`src/rtl/branch_target_predictor_if.sv`:
```
// ---------------------------------------------------------------------------
// branch_target_predictor_if
// Groups the signals between the pipeline and the branch target predictor.
//   master : pipeline side. Drives the fetch PC, the EX-stage resolution
//            update and clear_req. Receives the prediction, ready and stats.
//   slave  : predictor side.
// Signals:
//   pc_if            fetch PC being looked up this cycle
//   predict_taken    predicted taken for pc_if
//   predict_target   predicted next PC for pc_if
//   ready            table swept, predictions enabled
//   upd_valid        EX resolved a control transfer this cycle
//   upd_pc           PC of the resolved instruction
//   upd_taken        actual direction, 1 = taken
//   upd_target       actual target when taken
//   upd_mispredict   the prediction was wrong (statistics only)
//   clear_req        invalidate the whole table
//   stat_branches    resolved control transfers counted
//   stat_mispredicts mispredictions counted
// ---------------------------------------------------------------------------
interface branch_target_predictor_if;
    logic [31:0] pc_if;
    logic        predict_taken;
    logic [31:0] predict_target;
    logic        ready;
    logic        upd_valid;
    logic [31:0] upd_pc;
    logic        upd_taken;
    logic [31:0] upd_target;
    logic        upd_mispredict;
    logic        clear_req;
    logic [31:0] stat_branches;
    logic [31:0] stat_mispredicts;

    modport master (
        output pc_if, upd_valid, upd_pc, upd_taken, upd_target,
               upd_mispredict, clear_req,
        input  predict_taken, predict_target, ready,
               stat_branches, stat_mispredicts
    );

    modport slave (
        input  pc_if, upd_valid, upd_pc, upd_taken, upd_target,
               upd_mispredict, clear_req,
        output predict_taken, predict_target, ready,
               stat_branches, stat_mispredicts
    );
endinterface

```
`src/rtl/branch_target_predictor.sv`:
```
// ---------------------------------------------------------------------------
// branch_target_predictor
// Direct-mapped table of 2-bit saturating counters with tags and targets.
// It gives the IF stage a zero-latency taken/target prediction for pc_if and
// learns from control transfers resolved in EX. After reset or clear_req, a
// sequencer sweeps the valid bits of every entry before it raises ready.
//
// Ports:
//   clk    rising-edge clock
//   rst_n  asynchronous active-low reset
//   bp     branch_target_predictor_if.slave (lookup, update, clear, stats)
//
// Optional feature macro: BP_PERF_CNT_EN. When it is defined, the
// stat_branches and stat_mispredicts counters are built. When it is
// undefined, both outputs are tied to 0.
//
// Sequencer states:
//   state   | meaning
//   ST_INIT | sweeping valid bits, one entry per cycle; ready = 0
//   ST_RUN  | table usable; lookups and updates enabled; ready = 1
// ---------------------------------------------------------------------------
module branch_target_predictor #(
    parameter int INDEX_BITS = 6,
    parameter int TAG_BITS   = 8
) (
    input  logic                       clk,
    input  logic                       rst_n,
    branch_target_predictor_if.slave   bp
);
    localparam int ENTRIES = 1 << INDEX_BITS;
    localparam int TAG_LO  = INDEX_BITS + 2;
    localparam int TAG_HI  = INDEX_BITS + TAG_BITS + 1;

    typedef enum logic {ST_INIT, ST_RUN} state_t;

    state_t                  state_q;
    logic [INDEX_BITS-1:0]   ptr_q;
    logic                    ready_q;

    logic                    valid_q [ENTRIES];
    logic [TAG_BITS-1:0]     tag_q   [ENTRIES];
    logic [31:0]             tgt_q   [ENTRIES];
    logic [1:0]              ctr_q   [ENTRIES];

    // Sequencer. ready_q is registered and tracks state_q == ST_RUN.
    always_ff @(posedge clk or negedge rst_n) begin
        if (!rst_n) begin
            state_q <= ST_INIT;
            ptr_q   <= '0;
            ready_q <= 1'b0;
        end else begin
            case (state_q)
                ST_INIT: begin
                    if (bp.clear_req) begin
                        ptr_q <= '0;
                    end else if (&ptr_q) begin
                        state_q <= ST_RUN;
                        ready_q <= 1'b1;
                        ptr_q   <= '0;
                    end else begin
                        ptr_q <= ptr_q + 1'b1;
                    end
                end
                ST_RUN: begin
                    if (bp.clear_req) begin
                        state_q <= ST_INIT;
                        ready_q <= 1'b0;
                        ptr_q   <= '0;
                    end
                end
                default: begin
                    state_q <= ST_INIT;
                    ready_q <= 1'b0;
                    ptr_q   <= '0;
                end
            endcase
        end
    end

    // Update path
    logic [INDEX_BITS-1:0] up_idx;
    logic [TAG_BITS-1:0]   up_tag;
    logic                  up_hit;

    assign up_idx = bp.upd_pc[INDEX_BITS+1:2];
    assign up_tag = bp.upd_pc[TAG_HI:TAG_LO];
    assign up_hit = valid_q[up_idx] && (tag_q[up_idx] == up_tag);

    // The table is not reset. The sweep invalidates every entry before
    // ready rises, and every lookup is gated by ready.
    always_ff @(posedge clk) begin
        if (!ready_q) begin
            valid_q[ptr_q] <= 1'b0;
        end else if (bp.upd_valid) begin
            if (up_hit) begin
                if (bp.upd_taken) begin
                    if (ctr_q[up_idx] != 2'b11) ctr_q[up_idx] <= ctr_q[up_idx] + 2'b01;
                    tgt_q[up_idx] <= bp.upd_target;
                end else begin
                    if (ctr_q[up_idx] != 2'b00) ctr_q[up_idx] <= ctr_q[up_idx] - 2'b01;
                end
            end else if (bp.upd_taken) begin
                valid_q[up_idx] <= 1'b1;
                tag_q[up_idx]   <= up_tag;
                tgt_q[up_idx]   <= bp.upd_target;
                ctr_q[up_idx]   <= 2'b10;
            end
        end
    end

    // Lookup path. There is no bypass, so a same-cycle update is not visible.
    logic [INDEX_BITS-1:0] lk_idx;
    logic [TAG_BITS-1:0]   lk_tag;
    logic                  lk_hit;
    logic                  lk_taken;

    assign lk_idx   = bp.pc_if[INDEX_BITS+1:2];
    assign lk_tag   = bp.pc_if[TAG_HI:TAG_LO];
    assign lk_hit   = ready_q && valid_q[lk_idx] && (tag_q[lk_idx] == lk_tag);
    assign lk_taken = lk_hit && ctr_q[lk_idx][1];

    assign bp.predict_taken  = lk_taken;
    assign bp.predict_target = lk_taken ? tgt_q[lk_idx] : (bp.pc_if + 32'd4);
    assign bp.ready          = ready_q;

    // PC bits that take part in neither the index nor the tag
    logic unused_pc_bits;
    assign unused_pc_bits = ^{bp.pc_if[1:0],  bp.pc_if[31:TAG_HI+1],
                              bp.upd_pc[1:0], bp.upd_pc[31:TAG_HI+1]};

`ifdef BP_PERF_CNT_EN
    logic [31:0] stat_br_q;
    logic [31:0] stat_mp_q;

    // Both counters wrap naturally. clear_req does not reset them.
    always_ff @(posedge clk or negedge rst_n) begin
        if (!rst_n) begin
            stat_br_q <= '0;
            stat_mp_q <= '0;
        end else if (bp.upd_valid && ready_q) begin
            stat_br_q <= stat_br_q + 32'd1;
            if (bp.upd_mispredict) stat_mp_q <= stat_mp_q + 32'd1;
        end
    end

    assign bp.stat_branches    = stat_br_q;
    assign bp.stat_mispredicts = stat_mp_q;
`else
    logic unused_mispredict;
    assign unused_mispredict   = bp.upd_mispredict;
    assign bp.stat_branches    = 32'd0;
    assign bp.stat_mispredicts = 32'd0;
`endif

endmodule

```
`src/flat_wrapper.sv`:
```
// flat-port wrapper written by rule: the top's interface ports become plain ports
module branch_target_predictor_flat 
#(
    parameter int INDEX_BITS = 6,
    parameter int TAG_BITS   = 8
)
  (clk, rst_n, bp_pc_if, bp_upd_valid, bp_upd_pc, bp_upd_taken, bp_upd_target, bp_upd_mispredict, bp_clear_req, bp_predict_taken, bp_predict_target, bp_ready, bp_stat_branches, bp_stat_mispredicts);
  branch_target_predictor_if bp_i ();
  input  logic clk;
  input  logic rst_n;
  input wire logic [$bits(bp_i.pc_if)-1:0] bp_pc_if;
  input wire logic [$bits(bp_i.upd_valid)-1:0] bp_upd_valid;
  input wire logic [$bits(bp_i.upd_pc)-1:0] bp_upd_pc;
  input wire logic [$bits(bp_i.upd_taken)-1:0] bp_upd_taken;
  input wire logic [$bits(bp_i.upd_target)-1:0] bp_upd_target;
  input wire logic [$bits(bp_i.upd_mispredict)-1:0] bp_upd_mispredict;
  input wire logic [$bits(bp_i.clear_req)-1:0] bp_clear_req;
  output wire logic [$bits(bp_i.predict_taken)-1:0] bp_predict_taken;
  output wire logic [$bits(bp_i.predict_target)-1:0] bp_predict_target;
  output wire logic [$bits(bp_i.ready)-1:0] bp_ready;
  output wire logic [$bits(bp_i.stat_branches)-1:0] bp_stat_branches;
  output wire logic [$bits(bp_i.stat_mispredicts)-1:0] bp_stat_mispredicts;
  assign bp_i.pc_if = bp_pc_if;
  assign bp_i.upd_valid = bp_upd_valid;
  assign bp_i.upd_pc = bp_upd_pc;
  assign bp_i.upd_taken = bp_upd_taken;
  assign bp_i.upd_target = bp_upd_target;
  assign bp_i.upd_mispredict = bp_upd_mispredict;
  assign bp_i.clear_req = bp_clear_req;
  assign bp_predict_taken = bp_i.predict_taken;
  assign bp_predict_target = bp_i.predict_target;
  assign bp_ready = bp_i.ready;
  assign bp_stat_branches = bp_i.stat_branches;
  assign bp_stat_mispredicts = bp_i.stat_mispredicts;
  branch_target_predictor #(.INDEX_BITS(INDEX_BITS), .TAG_BITS(TAG_BITS)) u_core (.clk(clk), .rst_n(rst_n), .bp(bp_i));
endmodule
```
`config.mk`:
```
export PLATFORM = sky130hd
export DESIGN_NAME = branch_target_predictor_flat
export DESIGN_NICKNAME = d
export VERILOG_FILES = /design/src/rtl/branch_target_predictor_if.sv /design/src/rtl/branch_target_predictor.sv /design/src/flat_wrapper.sv
export SDC_FILE = /design/constraint.sdc
export NUM_CORES = 2
export LEC_CHECK = 0
export BUFFER_PORTS_ARGS = -buffer_cell sky130_fd_sc_hd__buf_4
export CAP_MARGIN = 0
export CORE_UTILIZATION = 63
export DETAILED_ROUTE_END_ITERATION = 8
export PLACE_DENSITY = 0.8
export SYNTH_ARGS = -nofsm -noshare
export SYNTH_HDL_FRONTEND = slang
export SYNTH_SLANG_ARGS = --single-unit
```
`constraint.sdc`:
```
create_clock -name clk -period 6.1 [get_ports clk]
set_input_delay 1.22 -clock clk [delete_from_list [all_inputs] [get_ports clk]]
set_output_delay 1.22 -clock clk [all_outputs]
set_load 0.1 [all_outputs]
```
After elaboration in Yosys (flattened, before gate mapping)
Memories as Yosys holds them, arrays and structs flattened.
Cells that the tools add are included.
Widths: inputs -> output; s select.
{"block": "word_totals", "register_bits": 8, "mem_bits_rw": 2752, "wordCells": 70, "mem_count": 4}
{"memory": "u_core.tgt_q", "depth": 64, "word_bits": 32, "read_ports": 1, "rd_ports_with_merged_regs": 0, "wr": 1, "line": "branch_target_predictor.sv:42", "source": "logic [31:0] tgt_q [ENTRIES];"}
{"memory": "u_core.tag_q", "depth": 64, "word_bits": 8, "read_ports": 2, "rd_ports_with_merged_regs": 0, "wr": 1, "line": "branch_target_predictor.sv:41", "source": "logic [TAG_BITS-1:0] tag_q [ENTRIES];"}
{"memory": "u_core.ctr_q", "depth": 64, "word_bits": 2, "read_ports": 2, "rd_ports_with_merged_regs": 0, "wr": 1, "line": "branch_target_predictor.sv:43", "source": "logic [1:0] ctr_q [ENTRIES];"}
{"memory": "u_core.valid_q", "depth": 64, "word_bits": 1, "read_ports": 2, "rd_ports_with_merged_regs": 0, "wr": 1, "line": "branch_target_predictor.sv:40", "source": "logic valid_q [ENTRIES];"}
{"block": "classes", "add_sub_neg": 4, "eq_ne": 6, "n_mux": 41, "bitwise": 4, "reduce_logical": 8}
{"operator": "$mux 32", "n": 2}
{"operator": "$add 32x3->32 const B", "n": 1}
{"operator": "$mux 1", "n": 30}
{"operator": "$mux 6", "n": 4}
{"operator": "$eq 8x8->1", "n": 2}
{"operator": "$pmux 6 s2", "n": 1}
{"operator": "$add 6x1->6 const B", "n": 1}
{"operator": "$ne 2x2->1 const B", "n": 3}
{"operator": "$reduce_and 6->1", "n": 1}
{"operator": "$logic_and 1x1->1", "n": 4}
{"operator": "$mux 2", "n": 2}
{"operator": "$pmux 1 s2", "n": 2}
{"operator": "$or 1x1->1", "n": 3}
{"operator": "$reduce_and 3->1", "n": 1}
{"operator": "$add 2x1->2 const B", "n": 1}
{"operator": "$ne 2x1->1 const B", "n": 1}
{"operator": "$reduce_bool 2->1", "n": 1}
{"operator": "$sub 2x1->2 const B", "n": 1}
{"operator": "$not 1->1", "n": 1}
{"operator": "$reduce_or 1->1", "n": 1}

Longest topological paths before layout
An unclocked memory read counts as a cell.
{"block": "logic_depth", "ltp_word": 10, "mapped_depth": 19, "mapped_depth_nobuf": 11}

Worst setup path after synthesis
OpenSTA, ideal clock, no wires.
{"block": "synth_timing", "path_kind": "input port to output port", "start": "in bp_pc_if[2]", "end": "out bp_predict_target[2]", "arrival_ps": 5407, "required_time_ps": 4880, "path_slack_ps": -527, "path_stages": 12, "path_buffers": 4, "path_cell_list": "buf_6 -> buf_2 -> buf_2 -> mux4_2 -> mux4_2 -> a22oi_1 -> nand2_1 -> xor2_1 -> nor3_1 -> nand4b_1 -> buf_2 -> mux2i_1"}
{"block": "synth_between", "elab_chain_len": 5, "word_cells_on_any_way": 10, "classes_between": "1 x add/sub; 1 x eq/ne; 1 x mux; 3 x reduce/logical; 4 x memory"}
{"item": "start: declaration", "line": "flat_wrapper.sv:11", "source": "input wire logic [$bits(bp_i.pc_if)-1:0] bp_pc_if;"}
{"item": "$mem_v2 64x8 / $mem_v2 64x1 (equally long branches)"}
{"item": "$eq 8x8->1 / $logic_and 1x1->1 (equally long branches)", "line": "branch_target_predictor.sv:119", "source": "assign lk_hit = ready_q && valid_q[lk_idx] && (tag_q[lk_idx] == lk_tag);"}
{"item": "$logic_and 1x1->1", "line": "branch_target_predictor.sv:119"}
{"item": "$logic_and 1x1->1", "line": "branch_target_predictor.sv:120", "source": "assign lk_taken = lk_hit && ctr_q[lk_idx][1];"}
{"item": "$mux 32 *", "line": "branch_target_predictor.sv:123", "source": "assign bp.predict_target = lk_taken ? tgt_q[lk_idx] : (bp.pc_if + 32'd4);"}
{"item": "end: declaration", "line": "flat_wrapper.sv:19", "source": "output wire logic [$bits(bp_i.predict_target)-1:0] bp_predict_target;"}
Mark *: on every way between the ends. The rest lies on a longest branch, timed or not.

Worst setup path after layout
{"block": "layout_timing", "start": "in bp_pc_if[2]", "end": "out bp_predict_target[15]"}
Same word-level chain as after synthesis.

==> results.txt <==
Antenna Nets Post-Route: 0
Later-pin clock latency in the skew report: 0.96 ns
DR vias/cell: 7.75
Cell Chain, Critical Path: buf_16 > buf_8 > buf_16 > mux4_2 > mux4_2 > a22o_4 > a211oi_2 > buf_4 > xnor2_1 > nor4_1 > nand4b_1 > buf_12 > buf_12 > mux2_2 > buf_6
Relative slew slack: 8.05%
CP Launch Type: input pin
Synth top area cells: edfxtp_1 73%, mux4_2 18%, mux2i_1 0.96%, mux2_2 0.64%, buf_4 0.62%
H-tree depth: 5
Syn-to-layout area delta: 14.1%
# rows: 155
Final setup fails: 11
Share of the synthesized area in the top cell type: 72.6%
Ys async rst share: 0.290%
Clk slew on worst S/H paths: 0.06 ns
Number of max-cap violations: 0
Minimum clock period: 6.12 ns
Die Y: 427 µm
Setup ws final: -0.0204 ns
Detailed Place HPWL: 189 mm
Flip-flop and latch count after synthesis: 2760
Pwr Density: 313 nW/µm²
Initial antenna violation count: 27
Full die area: 182000 µm²
CP Class: input pin to output port
Pleak: 41.1 nW
Max-slew violations: 0
Leading area contributor after synthesis: edfxtp_1
Seq/Total Area, Yosys: 72.8%
I/O Buffers: 116
Clk root buf: clkbuf_16
Fin nets: 5888
Post-synth EDFFs: 2752
Ports: 200
Gr ovfl total: 0
Peak supply drop: 0.000286 V
Largest stage delay on the critical path: 0.55 ns
Fin Clk Skew: 0.0664 ns
Hold crit path type: input pin to asynchronous set/reset pin
FMAX: 163 MHz
Top-count cell post-synth: edfxtp_1
CTS buffer count: 287
# fillers: 9406
DRC errors left: 0
Total Routing Usage GR: 39.5%
Post-synthesis cell type count: 76
Worst EP arrival: 4.90 ns
Fin crit share: 100%
Stages on the worst setup path: 15
Most frequently used flop master after synthesis: edfxtp_1
WP data required: 4.88 ns
Average wire per standard cell: 42.8 µm
Max clock buf depth: 4
Hold Fails Final Rpt: 0
First-pass GRT wire length: 490 mm
DRT Pass-1 Iters: 9
Core area: 179000 µm²
Crit path max fanout: 8
Worst reg-to-reg path cell count: 13
Via count: 64800
Gpl congestion: 0.967
Die W: 427 µm
CTS tree: yes
Critical path capture point type: output port
CP max-delay cell: mux4_2
Largest net degree at the start of global routing: 127
WL final: 358 mm
Clk sink count: 2760
Hold buffers post-CTS: 0
List of most frequent post-synthesis cells: 2752 x edfxtp_1, 899 x mux4_2, 178 x clkbuf_1, 133 x nor3_1, 122 x nor2_1
Syn Std Cell Area: 114000 µm²
Cells after synthesis: 5311
Proportion of layout cells with a drive suffix above 1: 35.4%
Yosys warns: 0
Status: finished, violations left
Post-Layout Cell Count: 8362
Starting Density: 63.6%
Mean Syn Cell Area: 21.4 µm²
Delay-heaviest family, CP: multiplexers
Post-Place Cells: 7828
WP buf/inv: 7
Worst Tran Pin Value: 1.37 ns
Setup WS pre-CTS: -0.280 ns
Number of global-route vias before repair: 63900
DR iter-0 viols: 11300
Failing checks: negative setup slack
path summary, 6_finish.rpt:
path	slack [ns]	from	to
max in group asynchronous	5.82	rst_n	u_core.ptr_q[3]
worst min-delay path	0.14	rst_n	u_core.ptr_q[4]
min in group clk	0.56	bp_clear_req	u_core.ptr_q[2]
worst min register to register	0.62	u_core.bp.ready	u_core.bp.ready
worst max register to register	1.78	u_core.tag_q[7][1]	u_core.valid_q[41]
worst max-delay path	-0.02	bp_pc_if[2]	bp_predict_target[15]
layout make-up:
cell class	instances	area [µm²]	share of cell area, %
Multi-Input combinational cell	2170	29700	22.9
Clock inverter	140	1140	0.878
Clock buffer	351	7610	5.87
Timing Repair Buffer	550	5370	4.14
Sequential cell	2760	82800	63.8
Inverter	15	58.8	0.0453
Antenna cell	21	52.6	0.0405
Tap cell	2355	2950	2.27
state kept, by name, summed over array words and instances, names as in the netlist:
register and cells:
u_core.state_q 1, u_core.tgt_q 2048, u_core.valid_q 64, u_core.bp.ready 1, u_core.ptr_q 6, u_core.ctr_q 128
u_core.tag_q 512
cell families (layout without fill, tap and decap cells):
| group | Yosys count | count (layout) | synth area share, % |
|---|---|---|---|
| flops | 2760 | 2760 | 72.8 |
| buf+inv | 444 | 1056 | 1.95 |
| mux | 1084 | 1084 | 19.5 |
| simple gates | 623 | 623 | 2.96 |
| compound gates | 352 | 352 | 2.38 |
| xor+xnor | 45 | 45 | 0.346 |
| fa+ha+maj | 2 | 2 | 0.0220 |
| other cells | 1 | 85 | 0.00330 |
what timing repair did:
action / CTS / global route
endpoints found under the setup margin: 33 / 32
pin swaps: 2 / 5
setup buffers: 6 / 13
endpoints found under the hold margin: 0 / 0
resized for setup: 16 / 54
gates cloned: 0 / 3
worst register-to-register path: cells and delay by family (launching register included):
family,cells,cell delay (ns)
buffers and inverters,3,0.61
and+or+nand+nor,5,1.77
DFF,1,0.40
muxes,1,0.16
AOI/OAI and AO/OA,4,1.04
cells in the final DEF, fill, tap and decap left out, types with 8 or more instances in the layout:
cell type  instances
a221oi_1          62
a211oi_1          23
nand3_1          119
nor2_4            67
edfxtp_1        2752
conb_1            64
xor2_1            19
nor3_2            99
a22o_1            19
o22ai_1           29
bufinv_16         17
clkbuf_16        299
nor2_1            53
buf_4            440
a22oi_1           64
diode_2           21
o211ai_1          10
and3_1             9
a31oi_2            8
dfrtp_1            8
o21ai_0           36
nand2_1           92
mux4_2           899
clkinv_2          48
clkbuf_1          55
mux2i_1          106
xnor2_1           26
clkinv_1          57
nor2b_1           20
nor3_1           102
a21oi_1           25
a221o_1           19
inv_1             11
mux2_2            69
buf_12            80
buf_6             18
power breakdown:
part	internal, mW	total [mW]	switching, mW
combinational	0.980	2.69	1.71
sequential	20.9	20.9	0.00698
clock	9.58	17.0	7.42
total	31.4	40.6	9.14
per-layer routing:
layer | up-vias | wire [µm] | global-route usage [%]
li1 | 23600 | - | -
met1 | 33000 | 109000 | 48.7
met2 | 6658 | 170000 | 61.4
met3 | 1611 | 47900 | 10.3
met4 | 12 | 31000 | 28.0
met5 | - | 80 | 0
through the flow:
stage                     utilization, %  total power, mW  area, µm²  hold slack [ns]  setup TNS [ns]
after floorplan                        -             22.9     114000            0.562          -0.113
after global placement              67.4             23.8     120000            0.595           -5.95
after detailed placement            67.4             23.8     120000            0.591           -5.90
after CTS                           72.3             40.5     129000            0.103               0
after global routing                72.6             41.3     130000            0.124       -0.000426
final                               72.6             40.6     130000            0.138          -0.117
Power figures use the tool's default switching activity.
